==> src/rtl/retire_trace_pkg.sv <==
// Shared types for the retire-trace producer: record codes,
// statistic indices, serialiser states and the commit entry.
package retire_trace_pkg;

   localparam logic [2:0] T_REG   = 3'd1;
   localparam logic [2:0] T_LOAD  = 3'd2;
   localparam logic [2:0] T_STORE = 3'd3;
   localparam logic [2:0] T_STAT  = 3'd4;
   localparam logic [2:0] T_HALT  = 3'd5;

   localparam logic [2:0] ST_CYCLE = 3'd0;
   localparam logic [2:0] ST_INST  = 3'd1;
   localparam logic [2:0] ST_DHIT  = 3'd2;
   localparam logic [2:0] ST_IHIT  = 3'd3;
   localparam logic [2:0] ST_DREQ  = 3'd4;
   localparam logic [2:0] ST_IREQ  = 3'd5;

   localparam int ENTRY_W = 87;

   // STAT0..HALT are consecutive so the stat walk is a +1 step
   typedef enum logic [3:0] {
      S_IDLE, S_REG, S_MEM,
      S_STAT0, S_STAT1, S_STAT2,
      S_STAT3, S_STAT4, S_STAT5,
      S_HALT, S_DONE
   } state_t;

   typedef struct packed {
      logic        regwrite;
      logic [2:0]  wreg;
      logic [15:0] wdata;
      logic        memread;
      logic        memwrite;
      logic [15:0] addr;
      logic [15:0] mdin;
      logic [15:0] mdout;
      logic        halt;
      logic [15:0] pc;
   } entry_t;

   function automatic state_t first_state(entry_t e);
      state_t s;
      priority case (1'b1)
         e.regwrite:             s = S_REG;
         e.memread | e.memwrite: s = S_MEM;
         e.halt:                 s = S_STAT0;
         default:                s = S_IDLE;
      endcase
      return s;
   endfunction

endpackage

==> src/rtl/trace_fifo.sv <==
// Synchronous FIFO exposing the head and the entry behind it
// so the serialiser can move to the next entry without a bubble.
module trace_fifo #(
   parameter int W     = 87,
   parameter int DEPTH = 8
) (
   input  logic                   clk,
   input  logic                   rst,
   input  logic                   push,
   input  logic                   pop,
   input  logic [W-1:0]           din,
   output logic [W-1:0]           head,
   output logic [W-1:0]           second,
   output logic                   full,
   output logic                   empty,
   output logic [$clog2(DEPTH):0] count
);
   localparam int AW = $clog2(DEPTH);
   localparam int CW = AW + 1;

   logic [W-1:0]  mem [DEPTH];
   logic [AW-1:0] wp;
   logic [AW-1:0] rp;

   always_ff @(posedge clk) begin
      if (push) mem[wp] <= din;
   end

   always_ff @(posedge clk or negedge rst) begin
      if (!rst) begin
         wp    <= '0;
         rp    <= '0;
         count <= '0;
      end else begin
         if (push) wp <= wp + AW'(1);
         if (pop)  rp <= rp + AW'(1);
         unique case ({push, pop})
            2'b10:   count <= count + CW'(1);
            2'b01:   count <= count - CW'(1);
            default: count <= count;
         endcase
      end
   end

   assign head   = mem[rp];
   assign second = mem[rp + AW'(1)];
   assign full   = count == CW'(DEPTH);
   assign empty  = count == '0;

endmodule

==> src/rtl/retire_trace_tx.sv <==
// Retire-trace producer: buffers commit effects and serialises them
// as typed records, ending with statistics and a HALT record.
module retire_trace_tx
   import retire_trace_pkg::*;
#(
   parameter int DEPTH = 8,
   parameter int CNT_W = 32
) (
   input  logic        clk,
   input  logic        rst,
   input  logic        ev_valid,
   input  logic        ev_regwrite,
   input  logic [2:0]  ev_wreg,
   input  logic [15:0] ev_wdata,
   input  logic        ev_memread,
   input  logic        ev_memwrite,
   input  logic [15:0] ev_addr,
   input  logic [15:0] ev_mdin,
   input  logic [15:0] ev_mdout,
   input  logic        ev_halt,
   input  logic [15:0] ev_pc,
   input  logic        icache_req,
   input  logic        icache_hit,
   input  logic        dcache_req,
   input  logic        dcache_hit,
   output logic        commit_stall,
   output logic        tr_valid,
   input  logic        tr_ready,
   output logic [2:0]  tr_type,
   output logic [15:0] tr_tag,
   output logic [31:0] tr_data,
   output logic        overflow,
   output logic        err,
   output logic        done
);
   localparam int CW = $clog2(DEPTH) + 1;

   entry_t           ev_e, head, second, ent_d;
   logic [CW-1:0]    count;
   logic             full, empty;
   logic             has_flags, acc, hs, last, more;
   logic             halted;
   logic [2:0]       type_d, idx;
   logic [15:0]      tag_d;
   logic [31:0]      data_d;
   logic [CNT_W-1:0] cnt [6];
   state_t           state, state_d;

   assign ev_e = {ev_regwrite, ev_wreg, ev_wdata,
                  ev_memread, ev_memwrite, ev_addr,
                  ev_mdin, ev_mdout, ev_halt, ev_pc};

   assign has_flags = ev_valid & (ev_regwrite | ev_memread
                    | ev_memwrite | ev_halt);
   assign hs   = tr_valid & tr_ready;
   assign more = count >= CW'(2);

   // the active entry stays at the FIFO head until its last record
   assign last = hs & (
        (state == S_REG & ~(head.memread | head.memwrite) & ~head.halt)
      | (state == S_MEM & ~head.halt)
      | (state == S_HALT));

   assign acc = has_flags & ~halted & (~full | last);

   assign commit_stall = full;
   assign tr_valid     = (state != S_IDLE) & (state != S_DONE);
   assign done         = state == S_DONE;

   trace_fifo #(.W(ENTRY_W), .DEPTH(DEPTH)) u_fifo (
      .clk    (clk),
      .rst    (rst),
      .push   (acc),
      .pop    (last),
      .din    (ev_e),
      .head   (head),
      .second (second),
      .full   (full),
      .empty  (empty),
      .count  (count)
   );

   always_ff @(posedge clk or negedge rst) begin
      if (!rst) state <= S_IDLE;
      else      state <= state_d;
   end

   always_comb begin
      state_d = state;
      ent_d   = head;
      unique case (state)
         S_IDLE: if (!empty) state_d = first_state(head);
         S_REG: if (hs) begin
            if (head.memread | head.memwrite) state_d = S_MEM;
            else if (head.halt)               state_d = S_STAT0;
         end
         S_MEM:   if (hs && head.halt) state_d = S_STAT0;
         S_HALT:  if (hs) state_d = S_DONE;
         S_DONE:  state_d = S_DONE;
         default: if (hs) state_d = state_t'(state + 4'd1);
      endcase
      if (last && state != S_HALT) begin
         state_d = more ? first_state(second) : S_IDLE;
         ent_d   = second;
      end
   end

   always_comb begin
      type_d = '0;
      tag_d  = '0;
      data_d = '0;
      idx    = 3'(state_d - S_STAT0);
      unique case (state_d)
         S_IDLE, S_DONE: begin end
         S_REG: begin
            type_d = T_REG;
            tag_d  = {13'b0, ent_d.wreg};
            data_d = {16'b0, ent_d.wdata};
         end
         S_MEM: begin
            type_d = ent_d.memwrite ? T_STORE : T_LOAD;
            tag_d  = ent_d.addr;
            data_d = {16'b0, ent_d.memwrite ? ent_d.mdin
                                            : ent_d.mdout};
         end
         S_HALT: begin
            type_d = T_HALT;
            tag_d  = ent_d.pc;
         end
         default: begin
            type_d = T_STAT;
            tag_d  = {13'b0, idx};
            data_d = 32'(cnt[idx]);
         end
      endcase
   end

   always_ff @(posedge clk or negedge rst) begin
      if (!rst) begin
         tr_type <= '0;
         tr_tag  <= '0;
         tr_data <= '0;
      end else if (!(tr_valid && !tr_ready)) begin
         tr_type <= type_d;
         tr_tag  <= tag_d;
         tr_data <= data_d;
      end
   end

   always_ff @(posedge clk or negedge rst) begin
      if (!rst) begin
         halted   <= 1'b0;
         overflow <= 1'b0;
         err      <= 1'b0;
         for (int i = 0; i < 6; i++) cnt[i] <= '0;
      end else begin
         if (acc && ev_halt) halted <= 1'b1;
         if (has_flags && !halted && full && !last)
            overflow <= 1'b1;
         if (acc && ev_memread && ev_memwrite) err <= 1'b1;
         if (!halted) begin
            cnt[ST_CYCLE] <= cnt[ST_CYCLE] + CNT_W'(1);
            if (acc && (ev_halt || ev_regwrite || ev_memwrite))
               cnt[ST_INST] <= cnt[ST_INST] + CNT_W'(1);
            if (dcache_hit) cnt[ST_DHIT] <= cnt[ST_DHIT] + CNT_W'(1);
            if (icache_hit) cnt[ST_IHIT] <= cnt[ST_IHIT] + CNT_W'(1);
            if (dcache_req) cnt[ST_DREQ] <= cnt[ST_DREQ] + CNT_W'(1);
            if (icache_req) cnt[ST_IREQ] <= cnt[ST_IREQ] + CNT_W'(1);
         end
      end
   end

endmodule

==> config.mk <==
export PLATFORM = sky130hd
export DESIGN_NAME = retire_trace_tx
export DESIGN_NICKNAME = d
export VERILOG_FILES = /design/src/rtl/retire_trace_pkg.sv /design/src/rtl/trace_fifo.sv /design/src/rtl/retire_trace_tx.sv
export SDC_FILE = /design/constraint.sdc
export NUM_CORES = 2
export LEC_CHECK = 0
export BUFFER_PORTS_ARGS = -buffer_cell sky130_fd_sc_hd__buf_2
export CELL_PAD_IN_SITES_DETAIL_PLACEMENT = 1
export CELL_PAD_IN_SITES_GLOBAL_PLACEMENT = 1
export CORE_UTILIZATION = 50
export DETAILED_ROUTE_END_ITERATION = 10
export GPL_ROUTABILITY_DRIVEN = 0
export GPL_TIMING_DRIVEN = 1
export PLACE_DENSITY_LB_ADDON = 0.1
export SETUP_SLACK_MARGIN = 0.15
export SLEW_MARGIN = 20
export SYNTH_ARGS = -nofsm -noshare
export SYNTH_HDL_FRONTEND = slang
export SYNTH_SLANG_ARGS = --single-unit
==> constraint.sdc <==
create_clock -name clk -period 14.6 [get_ports clk]
set_clock_uncertainty 0.2 [all_clocks]
set_input_delay 0.73 -clock clk [delete_from_list [all_inputs] [get_ports clk]]
set_output_delay 0.73 -clock clk [all_outputs]
set_load 0.05 [all_outputs]
==> results.cfg <==
[outcome]
status = complete, but fails checks
violations = DRC

[timing]
fin_crit_ns = 6.733
period_share_pct = 46.12
slew_viol_final = 0
hold_viol = 0
fin_tns_setup_ns = 0
fmax_mhz = 148.5
setup_viol = 0
tightest_slew_ns = 1.149
slew_headroom_pct = 23.39
rsz0062_at_grt = false

[clocking]
htreeDepth = 3
root_buffer = clkbuf_16
clock_path_buffers = 3
cts_tree = yes
cts_resized = 0
insertion_delay_ns = 0.69
clock_sinks = 956
path_clk_slew_ns = 0.06
cts-buffers-inserted = 104

[synth]
synth_area_mm2 = 0.04493
ys_ff_latch = 956
syn_avg_cell_area_um2 = 16.54
synth.yosys.seq_area_share_pct = 61.00
ys_warn_count = 0
synth-edff-count = 696
synth_cell_types = 63
ys.flop_type = edfxtp_1
syn_nets = 2831
async_reset_ff_share_pct = 27.20
syn_inst = 2716

[routing]
wl_um = 124500
route.detailed.drc = 18
dr.pass1.iters = 8
via_count = 26780
drt.antenna.violating_nets = 0
avgRoutedWirePerCell_um = 30.30
drt_iter0_drc = 2402
routed_via_density = 6.517

[worst_setup_path]
critPathCaptureType = flop
max_stage_delay_ns = 0.80
crit_chain = buf_4, mux2i_1, nand3_1, nand4_1, o21a_4, and3_1, a21o_4, ha_1, and2_2, nor2b_1, and2_1, a221o_1
crit_fanout = 48
crit_slowest_cell = ha_1
arrival_ns = 7.16
startpoint_type = flop
path_class = reg -> reg
crit_required_ns = 15.02

[final_layout]
final_cells = 4110
area_growth_pct = 12.53
final_nets = 2971
fin_area_mm2 = 0.05056
drive_gt1_share_pct = 26.73

[die]
die_h_um = 301.8
die_x_um = 301.8
start_util_pct = 50.68
dieArea_mm2 = 0.09107
placementRows = 109
ios = 151
core_mm2 = 0.08865

[global_routing]
gr-total-overflow = 0
grtUsageTotal_pct = 27.90
grt_start_max_net_pins = 132
grt_pass1_vias = 28600
grt_pass1_wl_um = 187500
antenna_found_initial = 21

[placement]
placed_cell_area_mm2 = 0.04700
dp_hpwl_um = 77670
placed_cells = 3914
io_buffers = 150

[hold_path]
min_path_type = in -> reg

[pwr]
leakage_nw = 17.76
power.density_mw_per_mm2 = 210.5
irDropWorstVdd_uv = 188.9

[run]
max_cap_violations = 0
[worst max-delay path: cells and delay by family, from the launching register on]
family / cells / cell delay, ns
fa+ha+maj: 1 / 0.80
flops: 1 / 0.73
simple gates: 6 / 2.66
buf+inv: 1 / 0.75
compound gates: 3 / 1.10
mux: 1 / 0.38
[placed cells by master, fill, tap and decap left out, drive strengths merged, types with 45 or more instances in the layout]
cell    Yosys  layout
mux2i      95      95
nand3     101     101
and3       53      53
clkbuf     95     142
xor2       71      71
dfrtp     260     260
nand2     217     217
mux4      393     393
a31oi      45      45
mux2       46      46
edfxtp    696     696
buf        67     195
nor2       80      80
xnor2     126     126
[synthesized netlist by cell type (2+ instances only)]
cell type | number | area share [%]
nand3b_1 | 3 | 0.050
nand4b_1 | 6 | 0.12
mux2_2 | 27 | 0.68
ha_1 | 19 | 0.53
xor2_1 | 71 | 1.4
a22oi_1 | 30 | 0.50
nand2_1 | 217 | 1.8
nor3b_1 | 4 | 0.067
dfrtp_1 | 260 | 14
o2111ai_1 | 5 | 0.097
nor2_1 | 80 | 0.67
a21oi_1 | 22 | 0.25
o22ai_1 | 5 | 0.070
mux2_1 | 19 | 0.48
mux2i_1 | 95 | 2.1
buf_1 | 32 | 0.27
a31o_2 | 2 | 0.039
and4_1 | 7 | 0.14
mux4_2 | 393 | 20
a211oi_1 | 31 | 0.52
clkbuf_1 | 95 | 0.79
buf_6 | 2 | 0.050
and2_1 | 11 | 0.15
o211ai_1 | 5 | 0.084
o21ai_0 | 36 | 0.40
xnor2_1 | 126 | 2.5
nor2b_1 | 11 | 0.15
a311oi_1 | 2 | 0.039
or3_1 | 7 | 0.097
and3_1 | 53 | 0.74
inv_1 | 27 | 0.23
o21a_1 | 2 | 0.033
nand2b_1 | 4 | 0.056
nor4_1 | 10 | 0.14
nor3_1 | 28 | 0.31
a32oi_1 | 15 | 0.29
nand4_1 | 36 | 0.50
a31oi_1 | 45 | 0.63
o311ai_0 | 2 | 0.039
edfxtp_1 | 696 | 47
a221o_1 | 17 | 0.38
buf_2 | 32 | 0.36
nand3_1 | 101 | 1.1
a21o_1 | 6 | 0.10
[cells by family (layout without fill, tap and decap cells)]
family                   after synthesis  in the layout  share of synthesized area, %
flip-flops                           956            956                         61.00
AND/OR/NAND/NOR                      582            582                         6.207
other                                  0              8                             0
AO/OA/AOI/OAI                        236            236                         3.681
XOR/XNOR                             197            197                         3.840
buffers and inverters                191            412                         1.732
adder cells (fa/ha/maj)               20             20                        0.5737
multiplexers                         534            534                         22.97
[registers in the layout, summed over array words and instances, names as in the netlist]
register,cells
u_fifo.mem,696
cnt,192
tr_data,32
tr_tag,16
state,4
u_fifo.count,4
tr_type,3
u_fifo.rp,3
u_fifo.wp,3
err,1
halted,1
overflow,1
[area by class of cell]
class	instances	area, um2
diodes	8	20.02
clock buffers	142	2828
clock inverters	45	688.2
fillers	8047	38090
inverters	29	111.4
multi-input cells	1569	16890
flip-flops and latches	956	27420
well taps	1165	1458
repair buffers	196	1146
[worst paths after layout]
check / start / to / slack (ns) / cells past startpoint
worst min-delay path: ev_mdout[1] / u_fifo.mem[1][18]$_DFFE_PP_ / 0.11 / 1
worst min register to register: tr_tag[14]$_DFFE_PN0N_ / tr_tag[14]$_DFFE_PN0N_ / 0.28 / 2
min in group asynchronous: rst / cnt[60]$_DFFE_PN0P_ / 0.56 / 2
worst max-delay path: u_fifo.rp[1]$_DFFE_PN0N_ / tr_data[2]$_DFFE_PN0N_ / 7.87 / 12
max in group asynchronous: rst / err$_DFFE_PN0P_ / 12.05 / 3
worst max register to register: u_fifo.rp[1]$_DFFE_PN0N_ / tr_data[2]$_DFFE_PN0N_ / 7.87 / 12
[metrics by stage]
stage	hold WS [ns]	total power, mW	util [%]	setup WS [ns]
floorplan	0.2344	6.630	-	2.340
global placement	0.2542	7.855	53.02	7.692
detailed placement	0.2572	7.974	53.02	7.462
CTS	0.06557	10.72	57.00	7.473
global route	0.09946	11.11	57.03	7.407
finish	0.1149	10.64	57.03	7.867
[routing by layer]
layer / vias up / part of all wire [%] / wire [um] / track usage (%)
met4: 20 / 2.6 / 3251 / 7.997
li1: 11200 / - / - / -
met5: - / 0.089 / 111 / 0
met3: 208 / 6.4 / 7922 / 4.159
met2: 916 / 50 / 62670 / 47.11
met1: 14450 / 41 / 50560 / 37.88
[where the power goes]
part | internal [mW] | total, mW | switching [mW]
logic | 1.93 | 4.57 | 2.64
registers | 3.11 | 3.36 | 0.255
clock network | 1.62 | 2.71 | 1.09
total | 6.66 | 10.6 | 3.98
[what timing repair did]
item	in CTS	in global routing
endpoints found under the hold margin	52	0
hold buffers	1	0
endpoints found under the setup margin	0	0
buffers inserted	0	0
(Power assumes the default switching activity.)
